<file path="src/rtl/int_ctrl_pkg.sv">
// int_ctrl_pkg: shared types and constants for the interrupt request side of the core.
package int_ctrl_pkg;

    typedef enum logic [1:0] {IDLE, PULSE, WAIT} state_t;

    localparam int NUM_SRC_DEF = 4;
    localparam int IDX_W_DEF   = 2;
    localparam int CNT_W       = 3;

    // Fetch forms the ISR address as VEC_BASE + vec_idx.
    localparam logic [15:0] VEC_BASE = 16'h0010;

    function automatic logic [15:0] isr_addr(input logic [15:0] idx);
        return VEC_BASE + idx;
    endfunction

endpackage

</file>
<file path="src/rtl/prio_encoder_lsb.sv">
// prio_encoder_lsb: lowest-set-bit encoder; bit 0 has the highest priority.
module prio_encoder_lsb #(
    parameter int N = 4,
    parameter int W = 2
) (
    input  logic [N-1:0] req,
    output logic [W-1:0] idx,
    output logic         valid
);

    always_comb begin
        idx = '0;
        for (int i = N - 1; i >= 0; i--)
            if (req[i]) idx = W'(i);
    end

    assign valid = |req;

endmodule

</file>
<file path="src/rtl/interrupt_controller.sv">
// interrupt_controller: latches edge requests as pending bits, issues one fixed-priority
// interrupt pulse with a vector index, and blocks further requests until RTI retires.
module interrupt_controller
    import int_ctrl_pkg::*;
#(
    parameter int NUM_SRC   = NUM_SRC_DEF,
    parameter int PULSE_LEN = 1,
    parameter int IDX_W     = IDX_W_DEF
) (
    input  logic               clk,
    input  logic               reset,
    input  logic [NUM_SRC-1:0] irq_src,
    input  logic [NUM_SRC-1:0] irq_mask,
    input  logic               global_en,
    input  logic               flush,
    input  logic               rti_done,
    output logic               interrupt,
    output logic [IDX_W-1:0]   vec_idx,
    output logic [NUM_SRC-1:0] pending,
    output logic               in_service
);

    state_t             state;
    logic [CNT_W-1:0]   cnt;
    logic [NUM_SRC-1:0] prev;
    logic [NUM_SRC-1:0] rise;
    logic [NUM_SRC-1:0] cand;
    logic [NUM_SRC-1:0] clr;
    logic [IDX_W-1:0]   sel;
    logic               valid;
    logic               accept;

    assign rise   = irq_src & ~prev;
    assign cand   = pending & ~irq_mask;
    assign accept = (state == IDLE) && valid && global_en && !flush;
    assign clr    = accept ? (NUM_SRC'(1) << sel) : '0;

    prio_encoder_lsb #(.N(NUM_SRC), .W(IDX_W)) u_prio (
        .req   (cand),
        .idx   (sel),
        .valid (valid)
    );

    always_ff @(posedge clk or negedge reset) begin
        if (!reset) begin
            state      <= IDLE;
            cnt        <= '0;
            prev       <= '0;
            pending    <= '0;
            interrupt  <= 1'b0;
            vec_idx    <= '0;
            in_service <= 1'b0;
        end else begin
            prev    <= irq_src;
            // A fresh edge on the bit being cleared is a new request, so it stays pending.
            pending <= (pending & ~clr) | rise;
            case (state)
                IDLE: if (accept) begin
                    state      <= PULSE;
                    interrupt  <= 1'b1;
                    in_service <= 1'b1;
                    vec_idx    <= sel;
                    cnt        <= CNT_W'(PULSE_LEN - 1);
                end
                PULSE: if (cnt == '0) begin
                    state     <= WAIT;
                    interrupt <= 1'b0;
                end else begin
                    cnt <= cnt - 1'b1;
                end
                WAIT: if (rti_done) begin
                    state      <= IDLE;
                    in_service <= 1'b0;
                end
                default: state <= IDLE;
            endcase
        end
    end

endmodule
</file>
<file path="config.mk">
export PLATFORM = sky130hd
export DESIGN_NAME = interrupt_controller
export DESIGN_NICKNAME = d
export VERILOG_FILES = /design/src/rtl/int_ctrl_pkg.sv /design/src/rtl/prio_encoder_lsb.sv /design/src/rtl/interrupt_controller.sv
export SDC_FILE = /design/constraint.sdc
export NUM_CORES = 1
export LEC_CHECK = 0
export ABC_CLOCK_PERIOD_IN_PS = 1800
export BUFFER_PORTS_ARGS = -buffer_cell sky130_fd_sc_hd__buf_2
export CORE_ASPECT_RATIO = 0.75
export CORE_MARGIN = 5
export CORE_UTILIZATION = 35
export DETAILED_ROUTE_END_ITERATION = 7
export GPL_TIMING_DRIVEN = 0
export HOLD_SLACK_MARGIN = 0.15
export PLACE_DENSITY = 0.65
export SKIP_LAST_GASP = 1
export SYNTH_ARGS = -nofsm -noshare
export SYNTH_HDL_FRONTEND = slang
export SYNTH_SLANG_ARGS = --single-unit
</file>
<file path="constraint.sdc">
create_clock -name clk -period 1.8 [get_ports clk]
set_input_delay 0.54 -clock clk [delete_from_list [all_inputs] [get_ports clk]]
set_output_delay 0.54 -clock clk [all_outputs]
set_load 0.01 [all_outputs]
</file>
# Word level (Yosys, flattened, before mapping)
# Index checks and enable logic that the tools add are counted.
# totals
register_bits,17
# classes
addsub,1
eq_ne,6
n_shift,1
n_mux,17
bitwise_logic,7
reduce_logical,14
# op_table
op,count
2-to-1 mux 2 bit,7
bitwise AND 4 bit,3
inverter 4 bit,3
AND reduction 3 bit,4
"inequality test 2 bit, second input constant",4
2-to-1 mux 3 bit,2
case mux 2 bit (3 select lines),1
case mux 3 bit (2 select lines),1
2-to-1 mux 4 bit,1
bitwise OR 4 bit,1
case mux 1 bit (2 select lines),2
nonzero test 2 bit,2
OR reduction 4 bit,1
"<< shifter 1 x 2 -> 4 bit, first input constant",1
logical AND 1 bit,3
zero test 3 bit,1
2-to-1 mux 1 bit,3
"subtractor 3 x 1 -> 3 bit, second input constant",1
"equality test 2 x 1 -> 1 bit, second input constant",1
"equality test 2 bit, second input constant",1
zero test 2 bit,1
AND reduction 2 bit,1
zero test 1 bit,1

# Depth between registers and ports, before layout
# depth
word_depth,11
depth_mapped,6
depth_no_buf,6

# Modules after synthesis
# Synthesis repeated with hierarchy kept, for this count alone.
# hier_totals
cells_unflattened,70
hier_area_um2,762.0
# by_module_without_submodules
module,instances,cells_each,area_each_um2
interrupt_controller,1,63,726.9
prio_encoder_lsb,1,7,35.0

# Least setup slack after synthesis
# OpenSTA, ideal clock, no wires.
# synth_path
kind,input-to-reg
start,input irq_mask[2]
end,register cnt[0]
setup_time_ps,77
arrival_ps,1364
path_slack_ps,359
stages,4
n_path_buf,0
cell_sequence,and2b_1 o41ai_4 nand3_1 o21ai_1
# synth_via
elab_chain_cells,8
# synth_lines
item,line_no,rtl
"start, declared",interrupt_controller.sv:13,"input logic [NUM_SRC-1:0] irq_mask,"
inverter 4 bit,interrupt_controller.sv:34,assign cand = pending & ~irq_mask;
bitwise AND 4 bit,interrupt_controller.sv:34,
OR reduction 4 bit,prio_encoder_lsb.sv:17,assign valid = |req;
logical AND 1 bit (3 in series),interrupt_controller.sv:35,assign accept = (state == IDLE) && valid && global_en && !flush;
inequality test 2 bit (no line),n/a,
AND reduction 3 bit (no line),n/a,
"end signal, assigned",interrupt_controller.sv:63,cnt <= CNT_W'(PULSE_LEN - 1);
"end signal, assigned",interrupt_controller.sv:69,cnt <= cnt - 1'b1;
"end, declared",interrupt_controller.sv:24,logic [CNT_W-1:0] cnt;
# Every way passes these cells.
# A chain may end at the register's enable or synchronous reset.

# Worst setup path after layout
# layout_path
start,register pending[0]
end,register cnt[0]
# layout_via
elab_chain_cells,7
# layout_lines
item,line_no,rtl
"start, declared",interrupt_controller.sv:19,"output logic [NUM_SRC-1:0] pending,"
"start signal, assigned",interrupt_controller.sv:56,pending <= (pending & ~clr) | rise;
bitwise AND 4 bit,interrupt_controller.sv:34,
OR reduction 4 bit,prio_encoder_lsb.sv:17,
logical AND 1 bit (3 in series),interrupt_controller.sv:35,
inequality test 2 bit (no line),n/a,
AND reduction 3 bit (no line),n/a,
# Every way passes these cells.

==> results.cfg <==
[status]
outcome = complete, no violations

[final_layout]
layout-drive-gt1-share_pct = 30.53
nNetsFinal = 111
final_util_pct = 45.34
diodes = 0
area_growth_pct = 20.22

[power]
power.leakage_uw = 0.0004454
pwr_density_cell_nw_per_um2 = 1284
peakVddDrop_v = 0.0004340

[detailed_routing]
drc = 0
vias = 565
wl_per_cell_um = 12.42
highest_layer = met4
drt-met1-wl_um = 633
first_pass_iters = 2
wl_met2_um = 736
wl_met3_um = 98
antenna_left = 0
drt-total-wl_um = 1478
first_iter_violations = 7
vias_per_cell = 4.748

[cts]
cts_sinks = 17
post_cts_buffers = 0
cts_buffers = 3
root_buffer = clkbuf_4
h-tree-depth = 1
holdBufCountCts = 0
insertion_delay_ns = 0.29
tritoncts = built
path_clk_slew_ns = 0.10
cts.repair.resized = 0
clockBufferDepth = 2

[critical_path]
crit_family = compound AO/OA/AOI/OAI gates
max_stage_delay_ns = 0.59
crit_slowest_cell = o41ai_4
path_class = flip-flop to flip-flop
endpoint_kind = flip-flop
worst-endpoint-arrival_ns = 1.71
worst-path-buf-inv = 0
worst_ep_required_time_ns = 2.03
start_kind = flip-flop
crit_fanout = 8
cp_cell_sequence = nor2b_1 > o41ai_4 > nand3_1 > o21ai_1

[floorplanning]
dieArea_um2 = 3281
fp.dieW_um = 64.50
pin_count = 21
core_um2 = 2067
start_util_pct = 37.71
num_rows = 14
fp.dieH_um = 50.87

[global_route]
grt_pass1_wl_um = 2539
antenna_found_initial = 0
grt_pass1_vias = 590
grt_max_degree = 18
grtUsageTotal_pct = 10.38
overflow = 0

[timing]
max_freq_ghz = 0.6739
rsz0062_at_grt = no
clock-skew-final_ns = 0.005540
min_period_ns = 1.484
worstMarginPinSlew_ns = 0.5253
hold_viol = 0
drv_slew = 0
setup-tns-final_ns = 0
relSlewSlack_pct = 64.86
fin_crit_sh_pct = 82.44
setup_violations = 0

[placed_design]
dp_hpwl_um = 1182
port_buffers = 20
place.gp.congestion = 0.6537

[synthesis]
syn-num-nets = 86
yosys_warnings = 0
syn_area_um2 = 779.5
synth_top_area_cell = dfrtp_1
synth_common_cells = dfrtp_1 (17), inv_1 (9), o21ai_0 (7)
synth_edf_count = 0
ys_seq_elements = 17
synth.area.top_cells = dfrtp_1 (55%), o21ai_0 (4.5%), inv_1 (4.3%), o41ai_4 (3.5%), ha_1 (3.2%)
synthFlopType = dfrtp_1
yosys.area.top_type_share_pct = 54.57
synth.avg_cell_area_um2 = 10.98
yosysUniqueCellTypes = 21
seq_area_frac_synth_pct = 54.57
netlist_instances = 71
ys_async_sr_fraction_pct = 100.0
synth_most_common_cell = dfrtp_1

[run]
max_cap_violations = 0

[worst_hold_path]
hp-class = input port to async pin
metrics by stage:
| stage | area (um2) | cells | hold slack, ns | total power, uW | worst slack [ns] |
|---|---|---|---|---|---|
| detailed placement | 909.6 | 115 | 0.4033 | 1019 | 0.1143 |
| global placement | 909.6 | 115 | 0.3947 | 990.3 | 0.1218 |
| finish | 937.1 | 119 | 0.1457 | 1203 | 0.3160 |
| global route | 937.1 | 119 | 0.1643 | 1312 | 0.1872 |
| CTS | 937.1 | 119 | 0.1534 | 1228 | 0.3015 |
| floorplan | 779.5 | 71 | 0.2444 | 865.7 | 0.3585 |
where the power goes:
part	leakage [uW]	internal, uW	total (uW)	switching, uW
registers	0.000195	491	568	77.9
logic	0.000233	198	431	233
clock network	0.0000177	82.7	204	121
total	0.000445	772	1200	432
state kept, by name, indices dropped and copies added, names as in the netlist:
name        cells
pending         4
prev            4
cnt             3
state           2
vec_idx         2
in_service      1
interrupt       1
per-layer routing:
metal  vias to the layer above  global-route usage, %
met3                         2                  5.263
met2                        13                  16.78
li1                        294                      -
met1                       256                  11.63
met5                         -                      0
met4                         0                  4.561
area by class of cell:
class	count	area [um2]
clock buffer	3	22.52
inverter	9	33.78
sequential	17	425.4
timing repair buffer	20	100.1
tap	24	30.03
multi-input combinational	45	320.3
clock inverter	1	5.005
fill	210	1130
placed cells by master, fill, tap and decap left out:
cell type / count
clkinv_2: 1
or2b_1: 2
dfrtp_1: 17
ha_1: 2
nor2b_1: 3
nor2_1: 1
buf_2: 20
o21ai_1: 5
inv_1: 9
nand3_1: 3
nor4b_4: 1
and2b_1: 1
and2b_2: 1
a31o_1: 1
o41ai_4: 1
nand3b_1: 1
or4b_4: 1
o31ai_1: 2
nand2b_1: 3
o21ai_0: 7
a21oi_1: 4
o31ai_2: 1
nand2_1: 5
clkbuf_4: 3
worst paths after layout:
check                                     start                   end  slack [ns]  cells past startpoint
min in group clk                     irq_src[2]     prev[2]$_DFF_PN0_        0.36                      1
hold reg to reg               prev[1]$_DFF_PN0_  pending[1]$_DFF_PN0_        0.41                      1
hold / removal                            reset    cnt[2]$_DFFE_PN0P_        0.15                      1
max in group asynchronous                 reset     prev[3]$_DFF_PN0_        1.38                      1
setup / recovery           pending[0]$_DFF_PN0_    cnt[0]$_DFFE_PN0P_        0.32                      4
setup reg to reg           pending[0]$_DFF_PN0_    cnt[0]$_DFFE_PN0P_        0.32                      4
logic make-up (layout without fill, tap and decap cells):
kind of cell,after synthesis,in the layout,synth area share [%]
flops,17,17,54.57
simple gates,22,22,19.42
buf+inv,9,33,4.334
fa+ha+maj,2,2,3.210
compound gates,21,21,18.46
No activity file was read; power rests on OpenSTA's default activity.
